[config.mk]
export PLATFORM = sky130hd
export DESIGN_NAME = pic_window_fetch_sched_flat
export DESIGN_NICKNAME = d
export VERILOG_FILES = /design/src/rtl/pic_window_fetch_sched_if.sv /design/src/rtl/pic_window_fetch_sched.sv /design/src/flat_wrapper.sv
export SDC_FILE = /design/constraint.sdc
export NUM_CORES = 1
export LEC_CHECK = 0
export CORE_AREA = 2 2 73 75
export CTS_CLUSTER_SIZE = 14
export DETAILED_ROUTE_END_ITERATION = 10
export DIE_AREA = 0 0 75 77
export PLACE_DENSITY = 0.82
export SYNTH_ARGS = -nofsm -noshare
export SYNTH_HDL_FRONTEND = slang
export SYNTH_SLANG_ARGS = --single-unit
[constraint.sdc]
create_clock -name pix_clk -period 3.45 [get_ports pix_clk]
set_input_delay 0.69 -clock pix_clk [delete_from_list [all_inputs] [get_ports pix_clk]]
set_output_delay 0.69 -clock pix_clk [all_outputs]
set_load 0.05 [all_outputs]
[src/rtl/pic_window_fetch_sched_if.sv]
// +----------------------------------------------------------------------------+
// | Module      : pic_window_fetch_sched_if                                    |
// | Description : Timing-generator inputs and ROM fetch / display-select       |
// |               outputs of the picture window fetch scheduler.               |
// |               master = timing/datapath side, slave = the scheduler.        |
// | Revision    : 1.0  initial release                                         |
// +----------------------------------------------------------------------------+
`default_nettype none

interface pic_window_fetch_sched_if #(
   parameter int X_BITS = 12,
   parameter int Y_BITS = 12,
   parameter int ADDR_W = 16
);
   logic [X_BITS-1:0] act_x;
   logic [Y_BITS-1:0] act_y;
   logic              vs_in;
   logic              de_in;
   logic [ADDR_W-1:0] rom_addr;
   logic              rom_en;
   logic [1:0]        fetch_owner;
   logic [1:0]        sel_out;
   logic              frame_start;
   logic              conflict;

   modport master (
      output act_x, act_y, vs_in, de_in,
      input  rom_addr, rom_en, fetch_owner, sel_out, frame_start, conflict
   );

   modport slave (
      input  act_x, act_y, vs_in, de_in,
      output rom_addr, rom_en, fetch_owner, sel_out, frame_start, conflict
   );
endinterface

`default_nettype wire

[src/rtl/pic_window_fetch_sched.sv]
// +----------------------------------------------------------------------------+
// | Module      : pic_window_fetch_sched                                       |
// | Description : Schedules single-port picture ROM reads for two windows      |
// |               (raw WIN1, filtered WIN2), fetching LEAD cycles ahead of     |
// |               display, arbitrating ROM ownership (WIN1 wins) and emitting  |
// |               a registered display window select.                          |
// |               Optional build macro PIC_SCHED_STATS_EN adds frame_cnt and   |
// |               conflict_cnt statistics outputs.                             |
// | Revision    : 1.0  initial release                                         |
// +----------------------------------------------------------------------------+
`default_nettype none

module pic_window_fetch_sched #(
   parameter int X_BITS = 12,
   parameter int Y_BITS = 12,
   parameter int ADDR_W = 16,
   parameter int PIC_W  = 256,
   parameter int PIC_H  = 256,
   parameter int WIN1_X = 640,
   parameter int WIN2_X = 1024,
   parameter int WIN_Y  = 412,
   parameter int LEAD   = 8
) (
   input  wire logic                 pix_clk,
   input  wire logic                 rstn,
   pic_window_fetch_sched_if.slave   bus
`ifdef PIC_SCHED_STATS_EN
   ,
   output logic [15:0]               frame_cnt,
   output logic [15:0]               conflict_cnt
`endif
);

   localparam int COL_W = (PIC_W > 1) ? $clog2(PIC_W) : 1;
   localparam logic [COL_W-1:0]  COL_LAST = COL_W'(PIC_W - 1);
   localparam logic [31:0] F1_LO = 32'(WIN1_X - LEAD);
   localparam logic [31:0] F2_LO = 32'(WIN2_X - LEAD);
   localparam logic [31:0] D1_LO = 32'(WIN1_X);
   localparam logic [31:0] D2_LO = 32'(WIN2_X);
   localparam logic [31:0] Y_LO  = 32'(WIN_Y);
   localparam logic [31:0] Y_HI  = 32'(WIN_Y + PIC_H);
   localparam logic [31:0] PW    = 32'(PIC_W);

   typedef enum logic [2:0] {
      S_IDLE     = 3'd0,
      S_WAIT_ROW = 3'd1,
      S_LINE     = 3'd2,
      S_FETCH1   = 3'd3,
      S_FETCH2   = 3'd4,
      S_DONE     = 3'd5
   } state_t;

   state_t            state_q, state_d;
   logic [ADDR_W-1:0] row_base_q, row_base_d;
   logic [COL_W-1:0]  col1_q, col1_d, col2_q, col2_d;
   logic              vs_dly_q, vs_dly_d, de_dly_q, de_dly_d;
   logic              line_hit_q, line_hit_d;
   logic [ADDR_W-1:0] rom_addr_q, rom_addr_d;
   logic              rom_en_q, rom_en_d;
   logic [1:0]        owner_q, owner_d;
   logic [1:0]        sel_q, sel_d;
   logic              frame_start_q, frame_start_d;
   logic              conflict_q, conflict_d;
`ifdef PIC_SCHED_STATS_EN
   logic [15:0]       frame_cnt_q, frame_cnt_d;
   logic [15:0]       conflict_cnt_q, conflict_cnt_d;
`endif

   logic [X_BITS-1:0] act_x_w;
   logic [Y_BITS-1:0] act_y_w;
   logic [31:0]       x_w, y_w;
   logic              y_in, y_start, y_past, vs_rise, de_fall, gate;
   logic              req1, req2;

   assign act_x_w = bus.act_x;
   assign act_y_w = bus.act_y;
   assign x_w     = 32'(act_x_w);
   assign y_w     = 32'(act_y_w);
   assign y_in    = (y_w >= Y_LO) && (y_w < Y_HI);
   assign y_start = (y_w == Y_LO);
   assign y_past  = (y_w >= Y_HI);
   assign vs_rise = bus.vs_in && !vs_dly_q;
   assign de_fall = de_dly_q && !bus.de_in;
   // Fetching is allowed inside the picture rows, including the very first
   // cycle of the first row so that a window starting at column 0 is not lost.
   assign gate    = (state_q == S_LINE) || (state_q == S_FETCH1) || (state_q == S_FETCH2) ||
                    ((state_q == S_WAIT_ROW) && y_start && bus.de_in);
   assign req1    = gate && bus.de_in && y_in && (x_w >= F1_LO) && (x_w < F1_LO + PW);
   assign req2    = gate && bus.de_in && y_in && (x_w >= F2_LO) && (x_w < F2_LO + PW);

   // Next-state, address generation, arbitration and output decode
   always_comb begin
      state_d       = state_q;
      row_base_d    = row_base_q;
      col1_d        = col1_q;
      col2_d        = col2_q;
      line_hit_d    = line_hit_q;
      conflict_d    = conflict_q;
      vs_dly_d      = bus.vs_in;
      de_dly_d      = bus.de_in;
      frame_start_d = vs_rise;
      rom_en_d      = 1'b0;
      owner_d       = 2'b00;
      rom_addr_d    = '0;
      sel_d         = 2'b00;
`ifdef PIC_SCHED_STATS_EN
      frame_cnt_d    = frame_cnt_q;
      conflict_cnt_d = conflict_cnt_q;
`endif

      if (bus.de_in && y_in && (x_w >= D1_LO) && (x_w < D1_LO + PW)) begin
         sel_d = 2'b01;
      end else if (bus.de_in && y_in && (x_w >= D2_LO) && (x_w < D2_LO + PW)) begin
         sel_d = 2'b10;
      end

      if (vs_rise) begin
         // A new frame aborts whatever picture was in progress
         state_d    = S_WAIT_ROW;
         row_base_d = '0;
         col1_d     = '0;
         col2_d     = '0;
         line_hit_d = 1'b0;
         conflict_d = 1'b0;
`ifdef PIC_SCHED_STATS_EN
         frame_cnt_d = frame_cnt_q + 16'd1;
`endif
      end else begin
         if (req1) begin
            rom_en_d   = 1'b1;
            owner_d    = 2'b01;
            rom_addr_d = row_base_q + ADDR_W'(col1_q);
         end else if (req2) begin
            rom_en_d   = 1'b1;
            owner_d    = 2'b10;
            rom_addr_d = row_base_q + ADDR_W'(col2_q);
         end
         if (req1 && req2) begin
            conflict_d = 1'b1;
`ifdef PIC_SCHED_STATS_EN
            if (conflict_cnt_q != 16'hFFFF) conflict_cnt_d = conflict_cnt_q + 16'd1;
`endif
         end
         // The losing window still advances so its image stays in order
         if (req1 && (col1_q != COL_LAST)) col1_d = col1_q + 1'b1;
         if (req2 && (col2_q != COL_LAST)) col2_d = col2_q + 1'b1;
         if (gate && bus.de_in && y_in) line_hit_d = 1'b1;
         if (de_fall) begin
            if (line_hit_q) row_base_d = row_base_q + ADDR_W'(PIC_W);
            col1_d     = '0;
            col2_d     = '0;
            line_hit_d = 1'b0;
         end

         case (state_q)
            S_IDLE:     state_d = S_IDLE;
            S_WAIT_ROW: if (y_start && bus.de_in) state_d = S_LINE;
            S_LINE: begin
               if (y_past)                          state_d = S_DONE;
               else if (req1 && col1_q != COL_LAST) state_d = S_FETCH1;
               else if (req2 && col2_q != COL_LAST) state_d = S_FETCH2;
            end
            S_FETCH1:   if (de_fall || (req1 && col1_q == COL_LAST)) state_d = S_LINE;
            S_FETCH2:   if (de_fall || (req2 && col2_q == COL_LAST)) state_d = S_LINE;
            S_DONE:     state_d = S_DONE;
            default:    state_d = S_IDLE;
         endcase
      end
   end

   // State and registered outputs, cleared asynchronously
   always_ff @(posedge pix_clk or negedge rstn) begin
      if (!rstn) begin
         state_q       <= S_IDLE;
         row_base_q    <= '0;
         col1_q        <= '0;
         col2_q        <= '0;
         line_hit_q    <= 1'b0;
         conflict_q    <= 1'b0;
         vs_dly_q      <= 1'b0;
         de_dly_q      <= 1'b0;
         frame_start_q <= 1'b0;
         rom_en_q      <= 1'b0;
         owner_q       <= 2'b00;
         rom_addr_q    <= '0;
         sel_q         <= 2'b00;
`ifdef PIC_SCHED_STATS_EN
         frame_cnt_q    <= 16'd0;
         conflict_cnt_q <= 16'd0;
`endif
      end else begin
         state_q       <= state_d;
         row_base_q    <= row_base_d;
         col1_q        <= col1_d;
         col2_q        <= col2_d;
         line_hit_q    <= line_hit_d;
         conflict_q    <= conflict_d;
         vs_dly_q      <= vs_dly_d;
         de_dly_q      <= de_dly_d;
         frame_start_q <= frame_start_d;
         rom_en_q      <= rom_en_d;
         owner_q       <= owner_d;
         rom_addr_q    <= rom_addr_d;
         sel_q         <= sel_d;
`ifdef PIC_SCHED_STATS_EN
         frame_cnt_q    <= frame_cnt_d;
         conflict_cnt_q <= conflict_cnt_d;
`endif
      end
   end

   assign bus.rom_addr    = rom_addr_q;
   assign bus.rom_en      = rom_en_q;
   assign bus.fetch_owner = owner_q;
   assign bus.sel_out     = sel_q;
   assign bus.frame_start = frame_start_q;
   assign bus.conflict    = conflict_q;
`ifdef PIC_SCHED_STATS_EN
   assign frame_cnt    = frame_cnt_q;
   assign conflict_cnt = conflict_cnt_q;
`endif

endmodule

`default_nettype wire

[src/flat_wrapper.sv]
// flat-port wrapper written by rule: the top's interface ports become plain ports
module pic_window_fetch_sched_flat 
#(
   parameter int X_BITS = 12,
   parameter int Y_BITS = 12,
   parameter int ADDR_W = 16,
   parameter int PIC_W  = 256,
   parameter int PIC_H  = 256,
   parameter int WIN1_X = 640,
   parameter int WIN2_X = 1024,
   parameter int WIN_Y  = 412,
   parameter int LEAD   = 8
)
  (pix_clk, rstn, bus_act_x, bus_act_y, bus_vs_in, bus_de_in, bus_rom_addr, bus_rom_en, bus_fetch_owner, bus_sel_out, bus_frame_start, bus_conflict);
  pic_window_fetch_sched_if #(.X_BITS(X_BITS), .Y_BITS(Y_BITS), .ADDR_W(ADDR_W)) bus_i ();
  input  wire logic pix_clk;
  input  wire logic rstn;
  input wire logic [$bits(bus_i.act_x)-1:0] bus_act_x;
  input wire logic [$bits(bus_i.act_y)-1:0] bus_act_y;
  input wire logic [$bits(bus_i.vs_in)-1:0] bus_vs_in;
  input wire logic [$bits(bus_i.de_in)-1:0] bus_de_in;
  output wire logic [$bits(bus_i.rom_addr)-1:0] bus_rom_addr;
  output wire logic [$bits(bus_i.rom_en)-1:0] bus_rom_en;
  output wire logic [$bits(bus_i.fetch_owner)-1:0] bus_fetch_owner;
  output wire logic [$bits(bus_i.sel_out)-1:0] bus_sel_out;
  output wire logic [$bits(bus_i.frame_start)-1:0] bus_frame_start;
  output wire logic [$bits(bus_i.conflict)-1:0] bus_conflict;
  assign bus_i.act_x = bus_act_x;
  assign bus_i.act_y = bus_act_y;
  assign bus_i.vs_in = bus_vs_in;
  assign bus_i.de_in = bus_de_in;
  assign bus_rom_addr = bus_i.rom_addr;
  assign bus_rom_en = bus_i.rom_en;
  assign bus_fetch_owner = bus_i.fetch_owner;
  assign bus_sel_out = bus_i.sel_out;
  assign bus_frame_start = bus_i.frame_start;
  assign bus_conflict = bus_i.conflict;
  pic_window_fetch_sched #(.X_BITS(X_BITS), .Y_BITS(Y_BITS), .ADDR_W(ADDR_W), .PIC_W(PIC_W), .PIC_H(PIC_H), .WIN1_X(WIN1_X), .WIN2_X(WIN2_X), .WIN_Y(WIN_Y), .LEAD(LEAD)) u_core (.pix_clk(pix_clk), .rstn(rstn), .bus(bus_i));
endmodule
* Word level (Yosys, flattened, before mapping)
Cells that the tools add are included.
** Cells by class
- Add/subtract/negate cells :: 5
- Order comparisons :: 11
- Equal/unequal tests :: 14
- Multiplexer cells :: 33
- Reduce and logical (&&, ||, !) cells :: 37
** Operators with widths (number)
- $mux W16 :: 6
- $ge A12 B10 Y1 const B :: 4
- $mux W8 :: 6
- $lt A12 B10 Y1 const B :: 3
- $add A16 B8 Y16 :: 2
- $lt A12 B11 Y1 const B :: 2
- $logic_and A1 B1 Y1 :: 22
- $mux W3 :: 7
- $add A16 B9 Y16 const B :: 1
- $add A8 B1 Y8 const B :: 2
- $eq A8 B8 Y1 const B :: 2
- $ne A8 B8 Y1 const B :: 2
- $pmux W3 S5 :: 1
- $eq A12 B9 Y1 const B :: 1
- $ge A12 B11 Y1 const B :: 1
- $ge A12 B9 Y1 const B :: 1
- $mux W2 :: 5
- $ne A3 B2 Y1 const B :: 3
- $reduce_bool A3 Y1 :: 3
- $mux W1 :: 8
- $eq A3 B2 Y1 const B :: 2
- $eq A3 B3 Y1 const B :: 2
- $reduce_bool A2 Y1 :: 3
- $logic_or A1 B1 Y1 :: 5
- other kinds (5) :: 6
** Word-level totals
- Register bits :: 61
- Input bits :: 28
- Output and inout bits :: 23
- Logic and storage cells :: 113

* Logic depth before layout (Yosys ltp)
- Word-level depth :: 14
- Gate-level depth with buffers :: 7
- Gate-level depth less buffers :: 6

* Worst setup path before layout
No wires, ideal clock.
- Kind :: input to register
- Start :: in bus_act_y[4]
- End :: reg u_core.col1_q[2]
- Library setup time :: 0.078 ns
- Arrival time :: 2.632 ns
- Required time :: 3.372 ns
- Slack :: 0.740 ns
- Stages on the path :: 6
- Path buffers :: 0
- Cell sequence :: a311oi_4 -> o2111ai_2 -> a2111o_1 -> or4_4 -> or3_1 -> a21oi_1
** Between the ends
- Word-level cells in the longest chain between the ends :: 10
- Elaborated cells on any way between the ends :: 13
- Those cells by class :: 2 x order compare; 1 x eq/ne; 10 x reduce/logical
** Ends and longest elaborated chain
- start, declared :: RTL line flat_wrapper.sv:19 : input wire logic [$bits(bus_i.act_y)-1:0] bus_act_y;
- branches (longest 5 deep; another with $ge A12 B9 Y1)
- $logic_and A1 B1 Y1 (*) (3 in a row) :: RTL line pic_window_fetch_sched.sv:88 : assign req1 = gate && bus.de_in && y_in && (x_w >= F1_LO) && (x_w < F1_LO + PW);
- $logic_and A1 B1 Y1 (*) :: RTL line pic_window_fetch_sched.sv:145 : if (req1 && (col1_q != COL_LAST)) col1_d = col1_q + 1'b1;
- $reduce_bool A3 Y1 (no line) (*)
- end signal, assigned :: RTL line pic_window_fetch_sched.sv:194 : col1_q <= col1_d;
- end, declared :: RTL line pic_window_fetch_sched.sv:55 : logic [COL_W-1:0] col1_q, col1_d, col2_q, col2_d;
Every way passes the cells marked *.
A chain may end at the register's enable or synchronous reset.

* Worst setup path after layout
Same ends and word-level chain as after synthesis.

==> results by group <==
Routing
  • Starting DRT DRC Count: 195
  • Via count: 2208
  • Drt total wl: 5750 um
  • # DRC: 0
  • Routed len/inst: 15.0 um
  • Routed vias/inst: 5.78
  • First drt pass iteration count: 5
  • Post-DRT Antenna Nets: 0

Job
  • Max-Cap Viols: 0

Pwr
  • Switching Share: 0.282
  • Switching power: 338 uW
  • Sequential share of power: 0.543
  • Logic pwr share: 0.166
  • P_leak: 1.51 nW
  • Clk pwr share: 0.291
  • Pwr per Cell Area: 359 nW/um^2
  • Int Power: 860 uW
  • VDD IR max: 0.000297 V

CTS
  • Worst-path clk slew: 0.09 ns
  • Clk buf depth: 2
  • CTS Buf Count: 5
  • Hold-fix buffers at CTS: 0
  • Post-CTS setup buffer count: 0
  • Post_cts resized: 0
  • Root Driver: clkbuf_8
  • CTS sink cnt: 53
  • H-tree levels: 2
  • Clk Latency, worst-skew pair: 0.30 ns
  • CTS tree: yes

STA
  • Final setup fails: 0
  • Clock skew: 0.00385 ns
  • Worst setup margin: 0.341 ns
  • Least-Margin Pin Slew: 0.918 ns
  • Fin crit period: 3.11 ns
  • Max_slew headroom: 0.383
  • Fin. max-slew vios: 0
  • Fmax: 0.322 GHz
  • Setup TNS: 0 ns
  • Final cycle utilization of the critical path: 0.901
  • RSZ-0062 raised after global routing: false
  • Final Hold Viols: 0

Final layout
  • Share of cells above drive strength 1: 0.0865
  • Layout area overhead: 26.4%
  • Fin nets: 342
  • Antenna diodes: 0
  • Design Area, Final: 3340 um^2

Yosys
  • YS warnings: 0
  • Post-Syn Area per Cell: 10.5 um^2
  • Netlist area before placement: 2640 um^2
  • Asr flop ratio synth: 1.00
  • Count of state elements after synthesis: 53
  • Sequential area share after synthesis: 0.502
  • Top FF cell, synth: dfrtp_1
  • Number of flops mapped to enable cells by yosys: 0
  • Net Count, Synth: 283
  • Post-Syn Instances: 252
  • Count of cell types in the netlist: 47

Critical path
  • CP Max Fanout: 5
  • CP Capture Type: flip-flop
  • CP Class: primary input to flip-flop
  • Reg2Reg Setup Slack: 1.11 ns
  • Crit start category: primary input
  • Worst EP required: 3.66 ns
  • CP Data Arrival Time: 3.32 ns

Placement
  • Placed Area: 3250 um^2
  • DP HPWL: 4300 um
  • Routability cong.: 0.916
  • Pre-CTS setup slack: 0.0357 ns
  • I/O Buffers: 47

Floorplanning
  • Die area: 5780 um^2
  • Die W: 75 um
  • Starting Density: 0.530
  • Cell Rows: 26
  • I/O pin count: 51
  • Die Ht: 77 um
  • Core Area: 4980 um^2

Hold path
  • Hold WC Path Type: primary input to async pin

GRT
  • First-pass GRT wire length: 9780 um
  • Initial antenna violation count: 0
  • All-Layer GR Usage: 0.219
  • Vias in the first global route: 2147
  • GRT Residual Overflow: 0
  • Pin count of the biggest net entering global routing: 37

Outcome
  • Status: completed
==> area by class of cell <==
| cell class | instances | area, um^2 |
|---|---|---|
| Clock buffer | 6 | 72.6 |
| Tap cell | 70 | 87.6 |
| Clock inverter | 2 | 13.8 |
| Timing Repair Buffer | 57 | 541 |
| Inverter | 7 | 26.3 |
| Multi-Input combinational cell | 187 | 1270 |
| Fill cell | 403 | 1640 |
| Sequential cell | 53 | 1330 |
==> final timing paths <==
path,startpoint,endpoint,depth (start not counted)
setup / recovery,bus_act_y[4],u_core.col1_q[2],7
hold / removal,rstn,u_core.col1_q[5],1
setup reg to reg,u_core.state_q[2],u_core.col1_q[2],6
hold reg to reg,u_core.bus.conflict,u_core.bus.conflict,1
max in group asynchronous,rstn,u_core.bus.rom_addr[11],2
min in group pix_clk,u_core.bus.conflict,u_core.bus.conflict,1
==> placed cells by master (no fill, tap or decap), types with 3 or more instances in the layout <==
| cell | instances |
|---|---|
| dfrtp_1 | 53 |
| clkdlybuf4s50_1 | 46 |
| nor2_1 | 25 |
| nand2_1 | 17 |
| and2_1 | 11 |
| a21oi_1 | 11 |
| buf_4 | 10 |
| nand4_1 | 8 |
| xor2_1 | 8 |
| nand3_1 | 8 |
| a22o_1 | 8 |
| nor3_1 | 7 |
| or3_1 | 6 |
| inv_1 | 6 |
| xnor2_1 | 6 |
| mux2i_1 | 5 |
| and4_1 | 5 |
| nand2b_1 | 5 |
| clkbuf_8 | 5 |
| a31oi_1 | 4 |
| and3_1 | 4 |
| and4b_1 | 4 |
| nor2b_1 | 3 |
| a31o_2 | 3 |
| o31ai_1 | 3 |
| o21ai_0 | 3 |
| a211oi_1 | 3 |
| o211ai_1 | 3 |
| ha_1 | 3 |
==> synthesized netlist by cell type, drive strengths merged, types with 6 or more instances <==
master | number | area (um^2)
dfrtp | 53 | 1330
nor2 | 25 | 93.8
nand2 | 17 | 63.8
a21oi | 11 | 55.1
and2 | 11 | 68.8
a22o | 8 | 70.1
nand3 | 8 | 40.0
nand4 | 8 | 50.1
xor2 | 8 | 70.1
nor3 | 7 | 35.0
inv | 6 | 22.5
or3 | 6 | 37.5
xnor2 | 6 | 52.6
==> registers in the layout, indices dropped and copies added (netlist names) <==
name and count:
u_core.bus.rom_addr 16, u_core.col1_q 8, u_core.col2_q 8, u_core.row_base_q 8, u_core.state_q 3, u_core.bus.fetch_owner 2
u_core.bus.sel_out 2, u_core.bus.conflict 1, u_core.bus.frame_start 1, u_core.bus.rom_en 1, u_core.de_dly_q 1, u_core.line_hit_q 1
u_core.vs_dly_q 1
==> critical path: stages <==
cell	delay (ns)
clkdlybuf4s50_1	0.48
a311oi_4	0.41
o2111ai_2	0.16
a2111o_1	0.50
or4_4	0.55
or3_1	0.33
a21oi_1	0.20
==> kinds of logic after synthesis <==
| group | count (synthesis) | share of synthesized area |
|---|---|---|
| buffers and inverters | 12 | 0.0171 |
| muxes | 5 | 0.0190 |
| and+or+nand+nor | 115 | 0.252 |
| DFF | 53 | 0.502 |
| xor gates and xnor gates | 14 | 0.0464 |
| adders and majority gates | 3 | 0.0142 |
| AOI/OAI and AO/OA | 50 | 0.149 |
==> power groups by stage <==
| stage | registers [mW] | clock network (mW) | logic (mW) |
|---|---|---|---|
| after floorplan | 0.661 | 0 | 0.119 |
| after global placement | 0.662 | 0 | 0.191 |
| after detailed placement | 0.662 | 0 | 0.197 |
| after CTS | 0.650 | 0.354 | 0.198 |
| after global routing | 0.654 | 0.383 | 0.222 |
| final | 0.651 | 0.348 | 0.199 |
==> through the flow <==
step / cells / total power [mW] / util / hold WS (ns)
floorplan: 252 / 0.780 / - / 0.394
global placement: 374 / 0.853 / 0.653 / 0.480
detailed placement: 374 / 0.859 / 0.653 / 0.488
CTS: 382 / 1.20 / 0.670 / 0.487
global route: 382 / 1.26 / 0.670 / 0.506
finish: 382 / 1.20 / 0.670 / 0.458
==> per-layer routing <==
layer  vias up  global-route usage  part of all wire
li1       1053                   -                 -
met1      1059               0.295              0.45
met2        80               0.338              0.48
met3        16              0.0486             0.053
met4         0              0.0875             0.025
met5         -                   0                 0
Power figures use the tool's default switching activity.
